`config.mk`:
```
export PLATFORM = sky130hd
export DESIGN_NAME = lfsr_decrypt_engine_flat
export DESIGN_NICKNAME = d
export VERILOG_FILES = /design/src/rtl/lfsr_decrypt_engine_if.sv /design/src/rtl/lfsr_decrypt_engine.sv /design/src/flat_wrapper.sv
export SDC_FILE = /design/constraint.sdc
export NUM_CORES = 1
export LEC_CHECK = 0
export ABC_AREA = 1
export BUFFER_PORTS_ARGS = -buffer_cell sky130_fd_sc_hd__clkbuf_2
export CORE_MARGIN = 8
export CORE_UTILIZATION = 60
export CTS_CLUSTER_SIZE = 28
export DETAILED_ROUTE_END_ITERATION = 8
export GPL_ROUTABILITY_DRIVEN = 0
export PLACE_DENSITY = 0.78
export SLEW_MARGIN = 20
export SYNTH_ARGS = -nofsm -noshare
export SYNTH_HDL_FRONTEND = slang
export SYNTH_SLANG_ARGS = --single-unit
export TNS_END_PERCENT = 10
```
`constraint.sdc`:
```
create_clock -name clk -period 7.3 [get_ports clk]
set_input_delay 1.095 -clock clk [delete_from_list [all_inputs] [get_ports clk]]
set_output_delay 1.095 -clock clk [all_outputs]
set_load 0.005 [all_outputs]
```
`src/rtl/lfsr_decrypt_engine_if.sv`:
```
// Host/data-memory side of the LFSR decrypt engine: start/status handshake plus
// an asynchronous-read, clocked-write byte memory port.
interface lfsr_decrypt_engine_if;
  logic       start;
  logic [7:0] mem_rd_addr;
  logic [7:0] mem_rd_data;
  logic       mem_wr_en;
  logic [7:0] mem_wr_addr;
  logic [7:0] mem_wr_data;
  logic       done;
  logic       error;
  logic [7:0] found_ptrn;
  logic [7:0] found_init;
  logic [5:0] msg_len;

  // Host and memory side: issues start, returns read data, observes results.
  modport master (
    output start, mem_rd_data,
    input  mem_rd_addr, mem_wr_en, mem_wr_addr, mem_wr_data,
    input  done, error, found_ptrn, found_init, msg_len
  );

  // Engine side.
  modport slave (
    input  start, mem_rd_data,
    output mem_rd_addr, mem_wr_en, mem_wr_addr, mem_wr_data,
    output done, error, found_ptrn, found_init, msg_len
  );
endinterface

```
`src/rtl/lfsr_decrypt_engine.sv`:
```
// Recovers the LFSR tap pattern and seed of an encrypted frame from its space-padded
// preamble, then writes the decrypted message (leading spaces stripped) back to memory.
module lfsr_decrypt_engine #(
  parameter logic [7:0] MSG_BASE  = 8'd64,
  parameter logic [7:0] OUT_BASE  = 8'd0,
  parameter int         FRAME_LEN = 64,
  parameter int         MAX_OUT   = 41,
  parameter logic [7:0] PAD_CHAR  = 8'h20
) (
  input logic                 clk,
  input logic                 reset,
  lfsr_decrypt_engine_if.slave bus
);

  typedef enum logic [2:0] {IDLE, LOAD, SEARCH, SELECT, DECRYPT, DONE, FAIL} state_t;

  function automatic logic [7:0] lfsr_step(input logic [7:0] l, input logic [7:0] p);
    return {l[6:0], ^(l & p)};
  endfunction

  function automatic logic [7:0] pattern(input logic [2:0] k);
    case (k)
      3'd0:    pattern = 8'hE1;
      3'd1:    pattern = 8'hD4;
      3'd2:    pattern = 8'hC6;
      3'd3:    pattern = 8'hB8;
      3'd4:    pattern = 8'hB4;
      3'd5:    pattern = 8'hB2;
      3'd6:    pattern = 8'hFA;
      default: pattern = 8'hF3;
    endcase
  endfunction

  // Lowest set index wins when several candidate lanes explain the preamble.
  function automatic logic [2:0] lowest_set(input logic [7:0] m);
    lowest_set = 3'd0;
    for (int k = 7; k >= 0; k--)
      if (m[k]) lowest_set = 3'(k);
  endfunction

  state_t     state;
  logic [7:0] lane      [8];
  logic [7:0] lane_next [8];
  logic [7:0] hit;
  logic [7:0] mask;
  logic [7:0] l0;
  logic [7:0] lfsr;
  logic [7:0] ptrn;
  logic [3:0] idx;
  logic [5:0] j;
  logic [5:0] wr_ptr;
  logic       skipping;

  logic [7:0] key_byte;
  logic [7:0] plain;
  logic       emit;
  logic       cap_hit;
  logic       last_byte;

  assign key_byte  = bus.mem_rd_data ^ PAD_CHAR;
  assign plain     = bus.mem_rd_data ^ lfsr;
  assign emit      = (state == DECRYPT) && !(skipping && (plain == PAD_CHAR));
  assign cap_hit   = emit && ((wr_ptr + 6'd1) == 6'(MAX_OUT));
  assign last_byte = (j == 6'(FRAME_LEN - 1));

  always_comb begin
    for (int k = 0; k < 8; k++) begin
      lane_next[k] = lfsr_step(lane[k], pattern(3'(k)));
      hit[k]       = (lane_next[k] == key_byte);
    end
  end

  // The memory reads asynchronously, so the address and write strobe are decoded from
  // the current state to sustain one byte per cycle.
  always_comb begin
    // NOTE: every always_comb output gets a default first so no path can infer a latch.
    bus.mem_rd_addr = 8'd0;
    case (state)
      LOAD:    bus.mem_rd_addr = MSG_BASE;
      SEARCH:  bus.mem_rd_addr = MSG_BASE + {4'd0, idx};
      DECRYPT: bus.mem_rd_addr = MSG_BASE + {2'd0, j};
      default: bus.mem_rd_addr = 8'd0;
    endcase
  end

  assign bus.mem_wr_en   = emit;
  assign bus.mem_wr_addr = emit ? (OUT_BASE + {2'd0, wr_ptr}) : 8'd0;
  assign bus.mem_wr_data = emit ? plain : 8'd0;

  // NOTE: candidate lanes carry no reset; LOAD overwrites all of them before any use.
  always_ff @(posedge clk) begin
    if (state == LOAD) begin
      for (int k = 0; k < 8; k++) lane[k] <= key_byte;
    end else if (state == SEARCH) begin
      for (int k = 0; k < 8; k++) lane[k] <= lane_next[k];
    end
  end

  // NOTE: sequential state uses non-blocking assignments only, so every register
  // samples values from before the edge.
  always_ff @(posedge clk) begin
    if (reset) begin
      state          <= IDLE;
      bus.done       <= 1'b0;
      bus.error      <= 1'b0;
      bus.found_ptrn <= 8'd0;
      bus.found_init <= 8'd0;
      bus.msg_len    <= 6'd0;
      mask           <= 8'd0;
      l0             <= 8'd0;
      lfsr           <= 8'd0;
      ptrn           <= 8'd0;
      idx            <= 4'd0;
      j              <= 6'd0;
      wr_ptr         <= 6'd0;
      skipping       <= 1'b0;
    end else begin
      case (state)
        IDLE, DONE, FAIL: begin
          if (bus.start) begin
            bus.done    <= 1'b0;
            bus.error   <= 1'b0;
            bus.msg_len <= 6'd0;
            state       <= LOAD;
          end
        end
        LOAD: begin
          l0    <= key_byte;
          mask  <= 8'hFF;
          idx   <= 4'd1;
          state <= SEARCH;
        end
        SEARCH: begin
          mask <= mask & hit;
          if (idx == 4'd8) state <= SELECT;
          else             idx   <= idx + 4'd1;
        end
        SELECT: begin
          if (mask == 8'd0) begin
            bus.done    <= 1'b1;
            bus.error   <= 1'b1;
            bus.msg_len <= 6'd0;
            state       <= FAIL;
          end else begin
            ptrn           <= pattern(lowest_set(mask));
            bus.found_ptrn <= pattern(lowest_set(mask));
            bus.found_init <= l0;
            lfsr           <= l0;
            j              <= 6'd0;
            wr_ptr         <= 6'd0;
            skipping       <= 1'b1;
            state          <= DECRYPT;
          end
        end
        DECRYPT: begin
          lfsr <= lfsr_step(lfsr, ptrn);
          j    <= j + 6'd1;
          if (emit) begin
            wr_ptr   <= wr_ptr + 6'd1;
            skipping <= 1'b0;
          end
          if (cap_hit || last_byte) begin
            bus.done    <= 1'b1;
            bus.msg_len <= emit ? (wr_ptr + 6'd1) : wr_ptr;
            state       <= DONE;
          end
        end
        default: state <= IDLE;
      endcase
    end
  end

endmodule
```
`src/flat_wrapper.sv`:
```
// flat-port wrapper written by rule: the top's interface ports become plain ports
module lfsr_decrypt_engine_flat 
#(
  parameter logic [7:0] MSG_BASE  = 8'd64,
  parameter logic [7:0] OUT_BASE  = 8'd0,
  parameter int         FRAME_LEN = 64,
  parameter int         MAX_OUT   = 41,
  parameter logic [7:0] PAD_CHAR  = 8'h20
)
  (clk, reset, bus_start, bus_mem_rd_data, bus_mem_rd_addr, bus_mem_wr_en, bus_mem_wr_addr, bus_mem_wr_data, bus_done, bus_error, bus_found_ptrn, bus_found_init, bus_msg_len);
  lfsr_decrypt_engine_if bus_i ();
  input logic clk;
  input logic reset;
  input wire logic [$bits(bus_i.start)-1:0] bus_start;
  input wire logic [$bits(bus_i.mem_rd_data)-1:0] bus_mem_rd_data;
  output wire logic [$bits(bus_i.mem_rd_addr)-1:0] bus_mem_rd_addr;
  output wire logic [$bits(bus_i.mem_wr_en)-1:0] bus_mem_wr_en;
  output wire logic [$bits(bus_i.mem_wr_addr)-1:0] bus_mem_wr_addr;
  output wire logic [$bits(bus_i.mem_wr_data)-1:0] bus_mem_wr_data;
  output wire logic [$bits(bus_i.done)-1:0] bus_done;
  output wire logic [$bits(bus_i.error)-1:0] bus_error;
  output wire logic [$bits(bus_i.found_ptrn)-1:0] bus_found_ptrn;
  output wire logic [$bits(bus_i.found_init)-1:0] bus_found_init;
  output wire logic [$bits(bus_i.msg_len)-1:0] bus_msg_len;
  assign bus_i.start = bus_start;
  assign bus_i.mem_rd_data = bus_mem_rd_data;
  assign bus_mem_rd_addr = bus_i.mem_rd_addr;
  assign bus_mem_wr_en = bus_i.mem_wr_en;
  assign bus_mem_wr_addr = bus_i.mem_wr_addr;
  assign bus_mem_wr_data = bus_i.mem_wr_data;
  assign bus_done = bus_i.done;
  assign bus_error = bus_i.error;
  assign bus_found_ptrn = bus_i.found_ptrn;
  assign bus_found_init = bus_i.found_init;
  assign bus_msg_len = bus_i.msg_len;
  lfsr_decrypt_engine #(.MSG_BASE(MSG_BASE), .OUT_BASE(OUT_BASE), .FRAME_LEN(FRAME_LEN), .MAX_OUT(MAX_OUT), .PAD_CHAR(PAD_CHAR)) u_core (.clk(clk), .reset(reset), .bus(bus_i));
endmodule
```
# [Yosys cells after proc, flatten, opt, wreduce, memory -nomap -nowiden]
# Memories as Yosys holds them, arrays and structs flattened.
# Index checks and enable logic that the tools add are counted.
[word_totals] output_inout_bits=49 register_bits=68 word_cells=146 inputBits=11 mem_bits_rw=64 n_memories=1
[classes] n_mux=54 bitwise=13 reduce_logical=29 n_eq_ne=31 addsub=5
[mem_list] name="u_core.lane" depth=8 word_bits=8 read_ports=8 rd_ports_with_merged_regs=0 wr=8 line="lfsr_decrypt_engine.sv:42" text="logic [7:0] lane [8];"
[op_table] cell="8-bit 2-to-1 mux" count=10
[op_table] cell="8-bit parity" count=9
[op_table] cell="8-bit equality test" count=8
[op_table] cell="7-bit one-hot mux with 7 select lines" count=1
[op_table] cell="3-bit 2-to-1 mux" count=14
[op_table] cell="6-bit 2-to-1 mux" count=6
[op_table] cell="8-bit one-hot mux with 2 select lines" count=2
[op_table] cell="6-bit one-hot mux with 2 select lines" count=2
[op_table] cell="8-bit one-hot mux with 3 select lines" count=1
[op_table] cell="3-bit equality test, second input constant" count=6
[op_table] cell="6-bit one-hot mux with 3 select lines" count=1
[op_table] cell="8-bit bitwise AND" count=2
[op_table] cell="3-bit one-hot mux with 5 select lines" count=1
[op_table] cell="6-bit by 1-bit adder with 6-bit output, second input constant" count=2
[op_table] cell="3-bit by 2-bit equality test with 1-bit output, second input constant" count=4
[op_table] cell="6-bit equality test, second input constant" count=2
[op_table] cell="1-bit 2-to-1 mux" count=10
[op_table] cell="2-bit != test, second input constant" count=5
[op_table] cell="3-bit AND reduction" count=3
[op_table] cell="7-bit by 4-bit adder with 8-bit output, first input constant" count=1
[op_table] cell="7-bit by 6-bit adder with 8-bit output, first input constant" count=1
[op_table] cell="8-bit by 6-bit equality test with 1-bit output, second input constant" count=1
[op_table] cell="8-bit zero test" count=1
[op_table] cell="1-bit OR" count=8
[op_table] cell="20 further kinds" count=31

# [Depth between registers and ports, before layout]
[depth] ltp_word=13 mapped_depth=14

# [Worst setup path after synthesis]
# Ideal clock, no wire load.
[synth_path] kind="in2out" start="input port bus_mem_rd_data[5]" end="output port bus_mem_wr_addr[0]" arrival_time_ps=2114 path_slack_ps=4091 required_ps=6205 path_buffers=1 cell_stages=10 cell_sequence="buf_6 > inv_2 > nand2_1 > nand2_1 > nand2_1 > nor2_1 > nand3_2 > nand2_1 > inv_1 > ha_1"
[synth_via] elab_chain_len=6
[synth_rtl] item="start, declared" line="flat_wrapper.sv:15" text="input wire logic [$bits(bus_i.mem_rd_data)-1:0] bus_mem_rd_data;"
[synth_rtl] item="8-bit bitwise XOR" line="lfsr_decrypt_engine.sv:61" text="assign plain = bus.mem_rd_data ^ lfsr;"
[synth_rtl] item="8-bit by 6-bit equality test with 1-bit output" line="lfsr_decrypt_engine.sv:62" text="assign emit = (state == DECRYPT) && !(skipping && (plain == PAD_CHAR));"
[synth_rtl] item="1-bit logical AND" line="lfsr_decrypt_engine.sv:62"
[synth_rtl] item="1-bit zero test" line="lfsr_decrypt_engine.sv:62"
[synth_rtl] item="1-bit logical AND" line="lfsr_decrypt_engine.sv:62"
[synth_rtl] item="net bus_mem_wr_en" line="flat_wrapper.sv:17" text="output wire logic [$bits(bus_i.mem_wr_en)-1:0] bus_mem_wr_en;"
[synth_rtl] item="6-bit 2-to-1 mux" line="lfsr_decrypt_engine.sv:87" text="assign bus.mem_wr_addr = emit ? (OUT_BASE + {2'd0, wr_ptr}) : 8'd0;"
[synth_rtl] item="end, declared" line="flat_wrapper.sv:18" text="output wire logic [$bits(bus_i.mem_wr_addr)-1:0] bus_mem_wr_addr;"
# The timed path passes the listed nets, and every way through them passes these cells.

# [Worst setup path after layout]
[layout_path] start="input port bus_mem_rd_data[3]" end="output port bus_mem_wr_addr[0]"
[layout_via] elab_chain_len=6
[layout_rtl] item="8-bit bitwise XOR" line="lfsr_decrypt_engine.sv:61"
[layout_rtl] item="8-bit by 6-bit equality test with 1-bit output" line="lfsr_decrypt_engine.sv:62"
[layout_rtl] item="1-bit logical AND" line="lfsr_decrypt_engine.sv:62"
[layout_rtl] item="1-bit zero test" line="lfsr_decrypt_engine.sv:62"
[layout_rtl] item="1-bit logical AND" line="lfsr_decrypt_engine.sv:62"
[layout_rtl] item="6-bit 2-to-1 mux" line="lfsr_decrypt_engine.sv:87"
# Every way passes these cells.

==> impl_metrics.json <==
{
  "cp_cell_sequence": "clkbuf_2 -> inv_1 -> nand2_1 -> nand2_1 -> nand2_1 -> nor2_1 -> nand3_2 -> nand2_1 -> inv_1 -> ha_1 -> clkbuf_2",
  "vias": 5964,
  "numPlacedInstances": 1050,
  "port_buffers": 56,
  "ys_async_sr_fraction_pct": 0,
  "synthCells": 885,
  "ant_nets": 0,
  "rows": 39,
  "final-setup-viol-count": 0,
  "die_w_microns": 124,
  "final_layout_size_suffix_gt1_share_pct": 12.2,
  "totalWireLength_mm": 17.5,
  "cts_buffers": 17,
  "core_area_sq_mm": 0.0115,
  "drt_iter0_drc": 597,
  "path_clk_slew_ps": 60,
  "viasPerCell": 5.51,
  "clock_path_buffers": 2,
  "cts_sinks": 132,
  "slew_violations": 0,
  "hp-start": "u_core.bus.error$_SDFFE_PP0P_",
  "cts_setup_buffers": 0,
  "grt_first_pass_wirelength_mm": 28.5,
  "p_leak_nw": 3.35,
  "fmax_mhz": 245,
  "ys_ff_latch": 132,
  "ctsHoldBuffers": 0,
  "hold_path_class": "flip-flop to flip-flop",
  "grt_max_degree": 66,
  "grt_pass1_vias": 5574,
  "clock_skew_ps": 8.66,
  "overflow": 0,
  "yosysUniqueCellTypes": 37,
  "drv_cap": 0,
  "fin_crit_ps": 4090,
  "hpwl_mm": 12.4,
  "clk_latency_ps": 430,
  "synth_edf_count": 64,
  "r2r_start": "u_core.state[1]$_SDFFE_PP0P_",
  "die_h_microns": 124,
  "ys_warn_count": 0,
  "cp_max_fo": 14,
  "status": "completed",
  "start_kind": "input pin",
  "antenna_found_initial": 0,
  "initial_utilization_pct": 61.5,
  "ios": 60,
  "critPathLaunch": "bus_mem_rd_data[3]",
  "yosys.area.top_type_share_pct": 27.3,
  "cts_tree": "yes",
  "synthTopCellsByArea": "edfxtp_1, dfxtp_1, nand2_1",
  "irDropWorstVdd_uv": 294,
  "synth_most_common_cell": "nand2_1",
  "fin_crit_sh_pct": 56.0,
  "nNetsFinal": 943,
  "synth_flop_cell": "dfxtp_1",
  "yosysSeqAreaShare_pct": 46.6,
  "max_slew_margin_pct": 42.6,
  "routedWlPerCell_microns": 16.2,
  "grt_usage_pct": 22.6,
  "synth_commonest_cells": "nand2_1, inv_1, dfxtp_1",
  "avgSynthCellArea_sq_um": 7.97,
  "syn_area_sq_mm": 0.00705,
  "critPathMostFrequentCell": "nand2_1",
  "critPathArrivalTime_ps": 2990,
  "pwr_density_cell_mw_per_mm2": 452,
  "finalNonFillerCells": 1082,
  "dr.pass1.iters": 5,
  "slowest_delay_ps": 410,
  "cts_root_buf": "clkbuf_16",
  "fp.dieArea_sq_mm": 0.0155,
  "hold_viol": 0,
  "path_class": "input pin to primary output",
  "cts_resized": 0,
  "remaining_drc_errors": 0,
  "setup_tns_ps": 0,
  "syn_to_final_growth_pct": 12.2,
  "cp.required_ps": 6200,
  "synth_top_cell_by_area": "edfxtp_1",
  "rsz0062_at_grt": "no",
  "endpoint_kind": "primary output",
  "critPathSlowestCell": "nand2_1",
  "antenna_cells": 0,
  "h-tree-depth": 4,
  "tightest_slew_ps": 860
}
==> metal layers <==
metal	GRT usage, %	routed length (microns)
met3	5.11	1400
met2	33.7	7770
met5	0	0
met4	8.22	350
met1	31.3	7980
==> stage by stage <==
| stage | power (mW) | util, % | cell area, sq um | hold WS (ps) | worst slack, ps |
|---|---|---|---|---|---|
| after global placement | 2.71 | 63.9 | 7330 | 450 | 3330 |
| after global routing | 3.81 | 69.0 | 7910 | 484 | 3060 |
| after detailed placement | 2.73 | 63.9 | 7330 | 453 | 3250 |
| final | 3.57 | 69.0 | 7910 | 462 | 3210 |
| after CTS | 3.57 | 69.0 | 7910 | 467 | 3240 |
| after floorplan | 2.39 | - | 7060 | 440 | 4090 |
==> worst paths after layout <==
| path | to | slack, ps | cells after the start |
|---|---|---|---|
| hold reg to reg | u_core.bus.error$_SDFFE_PP0P_ | 460 | 2 |
| hold / removal | u_core.bus.error$_SDFFE_PP0P_ | 460 | 2 |
| setup / recovery | bus_mem_wr_addr[0] | 3210 | 11 |
| setup reg to reg | u_core.state[1]$_SDFFE_PP0P_ | 4140 | 9 |
==> power by group <==
group	leakage (nW)	switching (mW)	internal, mW	total [mW]
Combinational	1.91	0.927	0.471	1.40
Sequential	1.16	0.206	1.14	1.34
Clock	0.285	0.333	0.497	0.831
Total	3.35	1.47	2.11	3.57
==> registers in the layout, summed over array words and instances (netlist names), 8 cells and up <==
signal / flops
u_core.bus.found_init: 8
u_core.l0: 8
u_core.lane: 64
u_core.lfsr: 8
u_core.mask: 8
u_core.ptrn: 8
==> logic make-up after synthesis <==
family                   Yosys count  share of synthesized area, %
AND/OR/NAND/NOR                  419                          24.7
flip-flops                       132                          46.6
buffers and inverters            120                          7.36
AO/OA/AOI/OAI                    115                          8.84
XOR/XNOR                          92                          11.4
adder cells (fa/ha/maj)            6                          1.06
other                              1                        0.0532
==> cell usage in the layout (no fill, tap or decap), types with 7 or more instances in the layout <==
master and instances:
nand2_1 283, inv_1 69, dfxtp_1 68, edfxtp_1 64
clkbuf_2 56, a21oi_1 55, nor2_1 54, xnor2_1 54
o21ai_0 39, nand3_1 39, xor2_1 38, clkbuf_16 20
nand4_1 15, inv_2 12, a31oi_1 10, nor3_1 7
nor4_1 7
==> area by class of cell <==
class,count,area [sq um]
clock buffer,20,500
clock inverter,12,86.3
fill,931,3550
inverter,82,308
multi-input combinational,635,3260
sequential,132,3280
tap,143,179
timing repair buffer,58,295
==> critical path, delay by kind of cell <==
family / cells / cell delay, ps
adder cells (fa/ha/maj): 1 / 230
AND/OR/NAND/NOR: 6 / 940
buffers and inverters: 4 / 720
Note: power is estimated with default switching activity, not from simulation.
